### config.mk
export PLATFORM = sky130hd
export DESIGN_NAME = uart_tx_fifo_module
export DESIGN_NICKNAME = d
export VERILOG_FILES = /design/src/rtl/uart_tx_fifo_module.sv
export SDC_FILE = /design/constraint.sdc
export NUM_CORES = 1
export LEC_CHECK = 0
export ABC_AREA = 1
export BUFFER_PORTS_ARGS = -buffer_cell sky130_fd_sc_hd__buf_4
export CORE_MARGIN = 1.5
export CORE_UTILIZATION = 50
export DETAILED_ROUTE_END_ITERATION = 10
export PLACE_DENSITY = 0.75
export SETUP_SLACK_MARGIN = 0.05
export SYNTH_ARGS = -nofsm -noshare
export SYNTH_HDL_FRONTEND = slang
export SYNTH_SLANG_ARGS = --single-unit
### constraint.sdc
create_clock -name CLK -period 1.74 [get_ports CLK]
set_input_delay 0.087 -clock CLK [delete_from_list [all_inputs] [get_ports CLK]]
set_output_delay 0.087 -clock CLK [all_outputs]
set_load 0.02 [all_outputs]
### src/rtl/uart_tx_fifo_module.sv
// uart_tx_fifo_module
// Transmit-side byte serialiser: pops bytes from a non-showahead TX FIFO and
// shifts them out LSB-first as asynchronous frames on TX_Pin_Out.
// Default build sends 8N1 frames (10 bits).
// Optional feature macro: UART_TX_PARITY_EN -- when defined, an even-parity
// bit is inserted between the last data bit and the stop bit (11-bit frame).
// Bit period is BAUD_DIV clock cycles (legal range 2..65535).

module uart_tx_fifo_module #(
    parameter int BAUD_DIV = 434
) (
    input  logic       CLK,
    input  logic       RSTn,
    input  logic       Empty_Sig,
    input  logic [7:0] FIFO_Read_Data,
    output logic       Read_Req_Sig,
    output logic       TX_Pin_Out,
    output logic       TX_Busy_Sig
);

    typedef enum logic [2:0] {
        IDLE,
        REQ,
        LATCH,
        START,
        DATA,
`ifdef UART_TX_PARITY_EN
        PARITY,
`endif
        STOP
    } state_t;

    // Last count value of a bit period; the counter restarts at zero on every bit entry.
    localparam logic [15:0] BIT_END = 16'(BAUD_DIV - 1);

    state_t      state_reg;
    logic [15:0] baud_cnt_reg;
    logic [2:0]  bit_idx_reg;
    logic [7:0]  shift_reg;
    logic        req_reg;
    logic        tx_reg;
    logic        busy_reg;

    logic        bit_done;

    assign bit_done     = (baud_cnt_reg == BIT_END);
    assign Read_Req_Sig = req_reg;
    assign TX_Pin_Out   = tx_reg;
    assign TX_Busy_Sig  = busy_reg;

    // Frame sequencer: all outputs are registered and updated alongside the state.
    always_ff @(posedge CLK or negedge RSTn) begin
        if (!RSTn) begin
            state_reg    <= IDLE;
            baud_cnt_reg <= '0;
            bit_idx_reg  <= '0;
            shift_reg    <= '0;
            req_reg      <= 1'b0;
            tx_reg       <= 1'b1;
            busy_reg     <= 1'b0;
        end else begin
            // The read request is a single-cycle pulse; only IDLE raises it.
            req_reg <= 1'b0;
            case (state_reg)
                IDLE: begin
                    tx_reg <= 1'b1;
                    if (!Empty_Sig) begin
                        state_reg <= REQ;
                        req_reg   <= 1'b1;
                        busy_reg  <= 1'b1;
                    end
                end
                REQ: begin
                    state_reg <= LATCH;
                end
                LATCH: begin
                    // Non-showahead FIFO: q is valid the cycle after the request.
                    shift_reg    <= FIFO_Read_Data;
                    state_reg    <= START;
                    tx_reg       <= 1'b0;
                    baud_cnt_reg <= '0;
                end
                START: begin
                    if (bit_done) begin
                        state_reg    <= DATA;
                        tx_reg       <= shift_reg[0];
                        bit_idx_reg  <= '0;
                        baud_cnt_reg <= '0;
                    end else begin
                        baud_cnt_reg <= baud_cnt_reg + 16'd1;
                    end
                end
                DATA: begin
                    if (bit_done) begin
                        baud_cnt_reg <= '0;
                        if (bit_idx_reg == 3'd7) begin
`ifdef UART_TX_PARITY_EN
                            state_reg <= PARITY;
                            tx_reg    <= ^shift_reg;
`else
                            state_reg <= STOP;
                            tx_reg    <= 1'b1;
`endif
                        end else begin
                            bit_idx_reg <= bit_idx_reg + 3'd1;
                            tx_reg      <= shift_reg[bit_idx_reg + 3'd1];
                        end
                    end else begin
                        baud_cnt_reg <= baud_cnt_reg + 16'd1;
                    end
                end
`ifdef UART_TX_PARITY_EN
                PARITY: begin
                    if (bit_done) begin
                        state_reg    <= STOP;
                        tx_reg       <= 1'b1;
                        baud_cnt_reg <= '0;
                    end else begin
                        baud_cnt_reg <= baud_cnt_reg + 16'd1;
                    end
                end
`endif
                STOP: begin
                    if (bit_done) begin
                        state_reg    <= IDLE;
                        busy_reg     <= 1'b0;
                        baud_cnt_reg <= '0;
                    end else begin
                        baud_cnt_reg <= baud_cnt_reg + 16'd1;
                    end
                end
                default: begin
                    state_reg <= IDLE;
                end
            endcase
        end
    end

endmodule

Word level (Yosys, flattened, before mapping)
Cells that the tools add are included.
- muxes and demuxes: 22
- equal/unequal tests: 13
- reductions and logical operators: 10
- divide/modulo/power cells: 0
- $lt $le $gt $ge: 1
- $add $sub $neg: 2
- shifts and indexed selects: 0
- bitwise logic cells: 0
- multiply operators: 0
- operators by type and width (cell ; number):
    $pmux 16 s2 ; 1
    $mux 3 ; 7
    $pmux 3 s6 ; 1
    $add 16x1->16 const B ; 1
    $eq 16x9->1 const B ; 1
    $mux 16 ; 1
    $ne 2x2->1 const B ; 6
    $eq 3x3->1 const B ; 3
    $mux 1 ; 8
    $eq 3x2->1 const B ; 2
    $pmux 3 s2 ; 1
    $reduce_and 3->1 ; 2
    $reduce_bool 2->1 ; 3
    $reduce_and 5->1 ; 1
    $lt 3x4->1 const B ; 1
    $pmux 1 s4 ; 1
    $reduce_and 4->1 ; 1
    $reduce_bool 4->1 ; 1
    $add 3x1->3 const B ; 1
    $bmux 1 s3 ; 1
    $eq 3x1->1 const B ; 1
    $logic_not 3->1 ; 1
    $reduce_or 3->1 ; 1
    $pmux 1 s2 ; 1
- bits in registers: 33
- memory bits (writable): 0
- ROM bits: 0
- memories kept: 0
- bits in latches: 0
- output and inout port bits: 3
- word-level logic and storage cells: 55
- input port bits: 11

Depth between registers and ports, before layout
Gate-level depths: netlist of the first run.
- depth in word-level cells: 6
- depth in mapped cells: 11

Worst setup path after synthesis of the first run
No wires, ideal clock.
- path kind: register to register
- from: register baud_cnt_reg[0]
- to: register baud_cnt_reg[14]
- stages on the path, launching flop included: 8
- library setup time: 0.116 ns
- slack: 0.302 ns
- buffers on the path: 0
- clock period less this slack: 1.438 ns
- arrival: 1.322 ns
- cell sequence: dfrtp_1 ha_1 nand3_1 nor2_2 nand3_1 xor2_1 nand2_1 nand2_1
- longest elaborated chain between the ends: 3
- elaborated cells on any way between the ends: 4
- classes of those cells: 1 x add/sub; 1 x eq/ne; 2 x mux
- RTL lines (what ; line ; RTL):
    start, declared ; 37 ; logic [15:0] baud_cnt_reg;
    start signal, assigned ; 90 ; baud_cnt_reg <= baud_cnt_reg + 16'd1;
    start signal, assigned ; 109 ; baud_cnt_reg <= baud_cnt_reg + 16'd1;
    start signal, assigned ; 129 ; baud_cnt_reg <= baud_cnt_reg + 16'd1;
    $add 16x1->16 / $eq 16x9->1 (equally long branches) ; - ;
    $mux 16 (*) ; 84, 94, 124 ;
    $pmux 16 s2 (*) ; 64 ; case (state_reg)
Mark *: on every way between the ends. The rest lies on a longest branch, timed or not.
A chain may end at the register's enable or synchronous reset.

Worst setup path after layout of the first run
- from: register bit_idx_reg[0]
- to: register tx_reg (netlist: TX_Pin_Out)
- longest elaborated chain between the ends: 6
- elaborated cells on any way between the ends: 7
- classes of those cells: 1 x add/sub; 1 x eq/ne; 5 x mux
- RTL lines (what ; line ; RTL):
    start, declared ; 38 ; logic [2:0] bit_idx_reg;
    start signal, assigned ; 105 ; bit_idx_reg <= bit_idx_reg + 3'd1;
    $add 3x1->3 ; 106 ; tx_reg <= shift_reg[bit_idx_reg + 3'd1];
    $bmux 1 s3 ; 106 ;
    $mux 1 (not written as such) ; 106 ;
    $mux 1 (*) ; 96 ; if (bit_idx_reg == 3'd7) begin
    $mux 1 (*) ; 94 ; if (bit_done) begin
    $pmux 1 s4 (*) ; 64 ;
    end signal, assigned ; 86 ; tx_reg <= shift_reg[0];
    end signal, assigned ; 106 ;
    end, declared ; 41 ; logic tx_reg;
Mark *: on every way between the ends. The rest lies on a longest branch, timed or not. The select of a mux whose other input is x is not followed.

==> results of run 1 <==
-- metrics by stage --
| stage | area [sq um] | hold WS (ns) |
|---|---|---|
| after floorplan | 2011 | -0.2086 |
| after global placement | 2156 | 0.05668 |
| after detailed placement | 2156 | 0.05830 |
| after CTS | 2326 | 0.003694 |
| after global routing | 2346 | 0.008533 |
| final | 2346 | 0.009032 |
-- layer usage --
| layer | global-route usage | vias up | share of wire |
|---|---|---|---|
| met5 | 0 | - | 0 |
| met4 | 0.09949 | 0 | 0.019 |
| met3 | 0.04600 | 8 | 0.041 |
| met2 | 0.3700 | 37 | 0.47 |
| met1 | 0.2877 | 804 | 0.47 |
| li1 | - | 910 | - |
-- synthesized netlist by cell type, types with 2 or more instances --
| cell type | count |
|---|---|
| nand2_2 | 5 |
| nand3_4 | 2 |
| nand4_1 | 8 |
| nor3_2 | 4 |
| ha_1 | 4 |
| nand3_2 | 2 |
| o21ai_1 | 3 |
| nand2_4 | 3 |
| inv_1 | 28 |
| a21oi_1 | 4 |
| o21ai_0 | 9 |
| nor3_1 | 6 |
| nor2_1 | 19 |
| nand3_1 | 27 |
| nand2_1 | 77 |
| o22ai_1 | 6 |
| xor2_1 | 4 |
| inv_2 | 5 |
| dfrtp_1 | 32 |
-- how the worst max path moves through the flow --
stage | start | end | slack, ns | cells after the start
floorplan | baud_cnt_reg[0] | baud_cnt_reg[14] | 0.30 | 7
global placement | bit_idx_reg[0] | TX_Pin_Out | 0.15 | 8
detailed placement | bit_idx_reg[0] | TX_Pin_Out | 0.14 | 8
CTS | bit_idx_reg[0] | TX_Pin_Out | 0.13 | 8
global route | baud_cnt_reg[1] | bit_idx_reg[2] | 0.04 | 11
finish | bit_idx_reg[0] | TX_Pin_Out | 0.18 | 8
-- power groups by stage --
stage | Combinational, mW | Clock [mW] | Sequential (mW)
floorplan | 0.0124 | 0 | 0.795
global placement | 0.0470 | 0 | 0.796
detailed placement | 0.0480 | 0 | 0.796
CTS | 0.0621 | 0.604 | 0.782
global route | 0.0701 | 0.646 | 0.782
finish | 0.0610 | 0.594 | 0.782
-- timing repair --
action | 4_1_cts | 5_1_grt
buffers inserted | 0 | 2
endpoints found under the hold margin | 40 | 0
gates resized for setup | 0 | 3
hold buffers | 8 | 0
setup endpoints to repair | 0 | 6
-- placed cells by master (no fill, tap or decap), drive strengths merged --
| cell type | netlist | routed |
|---|---|---|
| a21oi | 4 | 4 |
| a31o | 1 | 1 |
| and2 | 1 | 1 |
| buf | 2 | 15 |
| clkbuf | 0 | 8 |
| clkinv | 1 | 1 |
| dfrtp | 32 | 32 |
| dfstp | 1 | 1 |
| dlygate4sd3 | 0 | 8 |
| ha | 4 | 4 |
| inv | 34 | 34 |
| nand2 | 86 | 86 |
| nand3 | 31 | 31 |
| nand3b | 1 | 1 |
| nand4 | 8 | 8 |
| nor2 | 21 | 21 |
| nor3 | 11 | 11 |
| o21ai | 13 | 13 |
| o22ai | 6 | 6 |
| xnor2 | 1 | 1 |
| xor2 | 4 | 4 |
-- critical path, cell delays in order, from the launching register on --
cell and delay (ns):
dfrtp_2 0.43, ha_1 0.21, ha_1 0.33, inv_1 0.07, nand3_1 0.08, nand3_1 0.07
nand3_1 0.09, nand2_1 0.05, a21oi_1 0.14
-- cells by family after synthesis --
kind of cell | synth area share
xor+xnor | 0.02178
compound gates | 0.06721
simple gates | 0.3995
flops | 0.4113
buf+inv | 0.07530
fa+ha+maj | 0.02489
-- final cells by class --
type,count,area (sq um),area share
multi-input combinational,192,1035,0.4411
sequential,33,829.5,0.3536
tap,48,60.06,0.02560
inverter,35,138.9,0.05920
clock buffer,8,90.09,0.03840
timing repair buffer,23,192.7,0.08213
==> metrics.csv, run 1 <==
metric;value;unit
worst vdd ir;538.7;uV
WS Path Type;reg -> reg;
Leakage;1.141;nW
Seq/Total Area, Yosys;0.4113;
final hold violations;0;
Max-cap violations;0;
worst-case hold path end point;shift_reg[6];
depth of the most critical reg-to-reg path;8;
ys async rst share;1.000;
area leader, netlist;dfrtp_1;
Core Area;3771;sq um
Ys Warns;0;
switch share;0.2123;
Final ANT Viol Nets;0;
GRT Util Overall;0.2263;
max reg flops;16;
synthesized flop and latch total;33;
# DRC;0;
Top Ports;14;
part of the cycle the worst path needs;0.8945;
PwrDens;612.4;nW/um^2
layout net count;305;
Worst setup SP type;flop;
# diodes;0;
initial core utilization;0.5332;
first-pass GRT wire length;7.314;mm
die width;66.42;um
Final HPWL DP;3.032;mm
GPL Wtd Cong;0.9135;
pre-CTS setup slack;0.1439;ns
Layout area overhead;16.68;%
setup TNS;0;ns
r2r endpoint;TX_Pin_Out;
Final Slew Violations;0;
Max Freq;0.6425;GHz
vias in the first global route;1614;
initial antenna violation count;0;
unrepaired setup endpoints after global routing;true;
layout cells sized above 1;0.1856;
dominant synthesized flop cell;dfrtp_1;
WL/cell;12.58;um
Final Setup Violations;0;
CTS Sinks;33;
Seq pwr share;0.544;
CTS H-tree depth;2;
Slew @ Worst Pin;0.4190;ns
Syn Nets;277;
Yosys top cell area share;0.3983;
total power;1.437;mW
Post-synth EDFFs;0;
Layout Cells excl Fill;339;
slew margin rel.;0.7206;
status;complete, no violations;
Clock transition at path regs;0.06;ns
worst clock skew;0.007366;ns
HP Start;FIFO_Read_Data[6];
fill cell count;330;
Routed WL;4.263;mm
Comb pwr share;0.042;
post-layout util;0.6221;
critical path arrival;1.77;ns
Row Count;22;
CTS tree;done;
Crit. End Element;flop;
Num CTS Buffers;5;
switching power;0.3050;mW
Synth area leaders;dfrtp_1 40%, nand2_1 14%, nand3_1 6.7%, inv_1 5.2%, nor2_1 3.5%;
Int Power;1.132;mW
IO buf count;13;
Clock power frac;0.413;
grt ovf;0;
Clock Latency Late Sink;0.29;ns
vias per cell;5.189;
Synth Cell Area;2011;sq um
fin crit period;1.556;ns
critical path data required time;1.96;ns
dpl cells;321;
largest net degree at the start of global routing;34;
drt first pass iters;4;
Reg2Reg Setup Slack;0.18;ns
Chip Height;66.42;um
hold path depth;3;
via count;1759;
root buf cell;clkbuf_8;
maximum clock path buffer count;2;
die area;4411;sq um
Syn Area/Cell;7.674;sq um
Hold Crit Class;in -> reg;
crit path max fanout;5;
post-route setup slack;0.1836;ns
Syn Inst Count;262;
DR iter-0 viols;185;
reg-to-reg startpoint;bit_idx_reg[0];
synth unique cells;33;
No activity file was read; power rests on OpenSTA's default activity.
==> run 2, diff against run 1 <==
GPL_TIMING_DRIVEN = 0   (was default)
==> run 2 against run 1 <==
- clock power is 1% higher
- setup slack got worse by 0.020 ns
- via count increased by 0.45%
- routed wire length down 3.0%
- sequential share of layout area grew 0.27 points
- sequential power barely moved
- flip-flop and latch count stayed put
- critical path type unchanged
- critical endpoint is now baud_cnt_reg[14]
==> metrics.csv, run 2 (synthesized netlist as in run 1, its figures left out) <==
metric;value;unit
vias per cell;5.243;
drt first pass iters;4;
Crit. End Element;flop;
Max-cap violations;0;
crit path max fanout;7;
worst vdd ir;559.1;uV
HP Start;FIFO_Read_Data[5];
Clock power frac;0.418;
CTS Sinks;33;
PwrDens;618.9;nW/um^2
initial core utilization;0.5332;
grt ovf;0;
DR iter-0 viols;101;
WS Path Type;reg -> reg;
GRT Util Overall;0.2237;
Layout area overhead;15.81;%
post-route setup slack;0.1640;ns
vias in the first global route;1704;
part of the cycle the worst path needs;0.9058;
initial antenna violation count;0;
final hold violations;0;
Hold Crit Class;in -> reg;
Worst Hold Margin;0.004562;ns
first-pass GRT wire length;7.465;mm
Num CTS Buffers;5;
critical path data required time;1.93;ns
Chip Height;66.42;um
Max Freq;0.6345;GHz
hold path depth;3;
Final HPWL DP;3.041;mm
commonest non-fill, non-tap cell in the layout;nand2_1;
Clock transition at path regs;0.07;ns
layout net count;303;
Top Ports;14;
Final Setup Violations;0;
status;complete, no violations;
pre-CTS setup slack;0.04603;ns
Worst setup SP type;flop;
largest net degree at the start of global routing;34;
WL/cell;12.28;um
CTS H-tree depth;2;
Row Count;22;
Routed WL;4.137;mm
unrepaired setup endpoints after global routing;false;
crit path launch;baud_cnt_reg[0];
Final Slew Violations;0;
maximum clock path buffer count;2;
slew margin rel.;0.7220;
Final ANT Viol Nets;0;
switch share;0.2166;
setup TNS;0;ns
Comb pwr share;0.040;
reg-to-reg startpoint;baud_cnt_reg[0];
most frequent cells in the layout;77 x nand2_1, 30 x dfrtp_1, 28 x inv_1;
die area;4411;sq um
critical path arrival;1.77;ns
Clock Latency Late Sink;0.29;ns
IO buf count;13;
via count;1767;
worst clock skew;0.01058;ns
fin crit period;1.576;ns
switching power;0.3122;mW
post-route cell area;2328;sq um
Slew @ Worst Pin;0.4169;ns
Int Power;1.129;mW
Seq pwr share;0.542;
Leakage;1.125;nW
CTS tree;done;
placed cell area;2168;sq um
layout cells sized above 1;0.1869;
die width;66.42;um
max reg flops;16;
root buf cell;clkbuf_8;
# DRC;0;
depth of the most critical reg-to-reg path;7;
# diodes;0;
Core Area;3771;sq um
GPL Wtd Cong;0.8832;
==> run 2: cell types whose count changed in the layout (fill, tap and decap cells not counted), sizes merged <==
cell         delta
dlygate4sd3     -2
==> run 2: path summary, 6_finish.rpt <==
path                                    end  slack (ns)
max                        baud_cnt_reg[14]        0.16
min                            shift_reg[5]       0.005
max reg2reg                baud_cnt_reg[14]        0.16
min reg2reg                    shift_reg[1]        0.48
max in group asynchronous        TX_Pin_Out        1.13
min in group asynchronous  baud_cnt_reg[12]        0.27
==> run 2: repair_timing <==
item / in CTS / in global routing
hold buffers: 6 / 0
hold endpoints to repair: 38 / 0
gates cloned: 0 / 0
setup endpoints to repair: 1 / 6
buffers inserted: 0 / 0
gates resized for setup: 1 / 3
==> run 2: metal layers <==
metal | up-vias | GRT usage | part of all wire
met5 | - | 0 | 0
met4 | 0 | 0.08929 | 0.020
met3 | 9 | 0.04770 | 0.041
met2 | 35 | 0.3738 | 0.48
met1 | 819 | 0.2800 | 0.46
li1 | 904 | - | -
==> run 2: final cells by class <==
type,instances,area [sq um]
Timing Repair Buffer,19,157.7
Inverter,35,138.9
Tap cell,48,60.06
Sequential cell,33,829.5
Fill cell,323,1443
Multi-Input combinational cell,192,1040
Clock buffer,8,90.09
Buffer,2,12.51
==> run 2: through the flow <==
step / total power [mW] / utilization / instances
after floorplan: 0.8072 / - / 262
after global placement: 0.8428 / 0.5750 / 323
after detailed placement: 0.8438 / 0.5750 / 323
after CTS: 1.454 / 0.6161 / 337
after global routing: 1.501 / 0.6175 / 337
final: 1.441 / 0.6175 / 337
==> run 2: power by group through the flow <==
stage / sequential [mW] / combinational, mW / clock, mW
after global routing: 0.782 / 0.0649 / 0.654
final: 0.782 / 0.0570 / 0.602
after CTS: 0.782 / 0.0584 / 0.614
after global placement: 0.796 / 0.0471 / 0
after detailed placement: 0.796 / 0.0477 / 0
after floorplan: 0.795 / 0.0124 / 0
==> run 2: worst max-delay path, cell delays in order (launching register included) <==
cell	delay, ns
dfrtp_2	0.43
ha_2	0.25
nand3_1	0.21
nor2_4	0.20
nand3_1	0.12
xor2_1	0.16
nand2_1	0.06
nand2_1	0.04
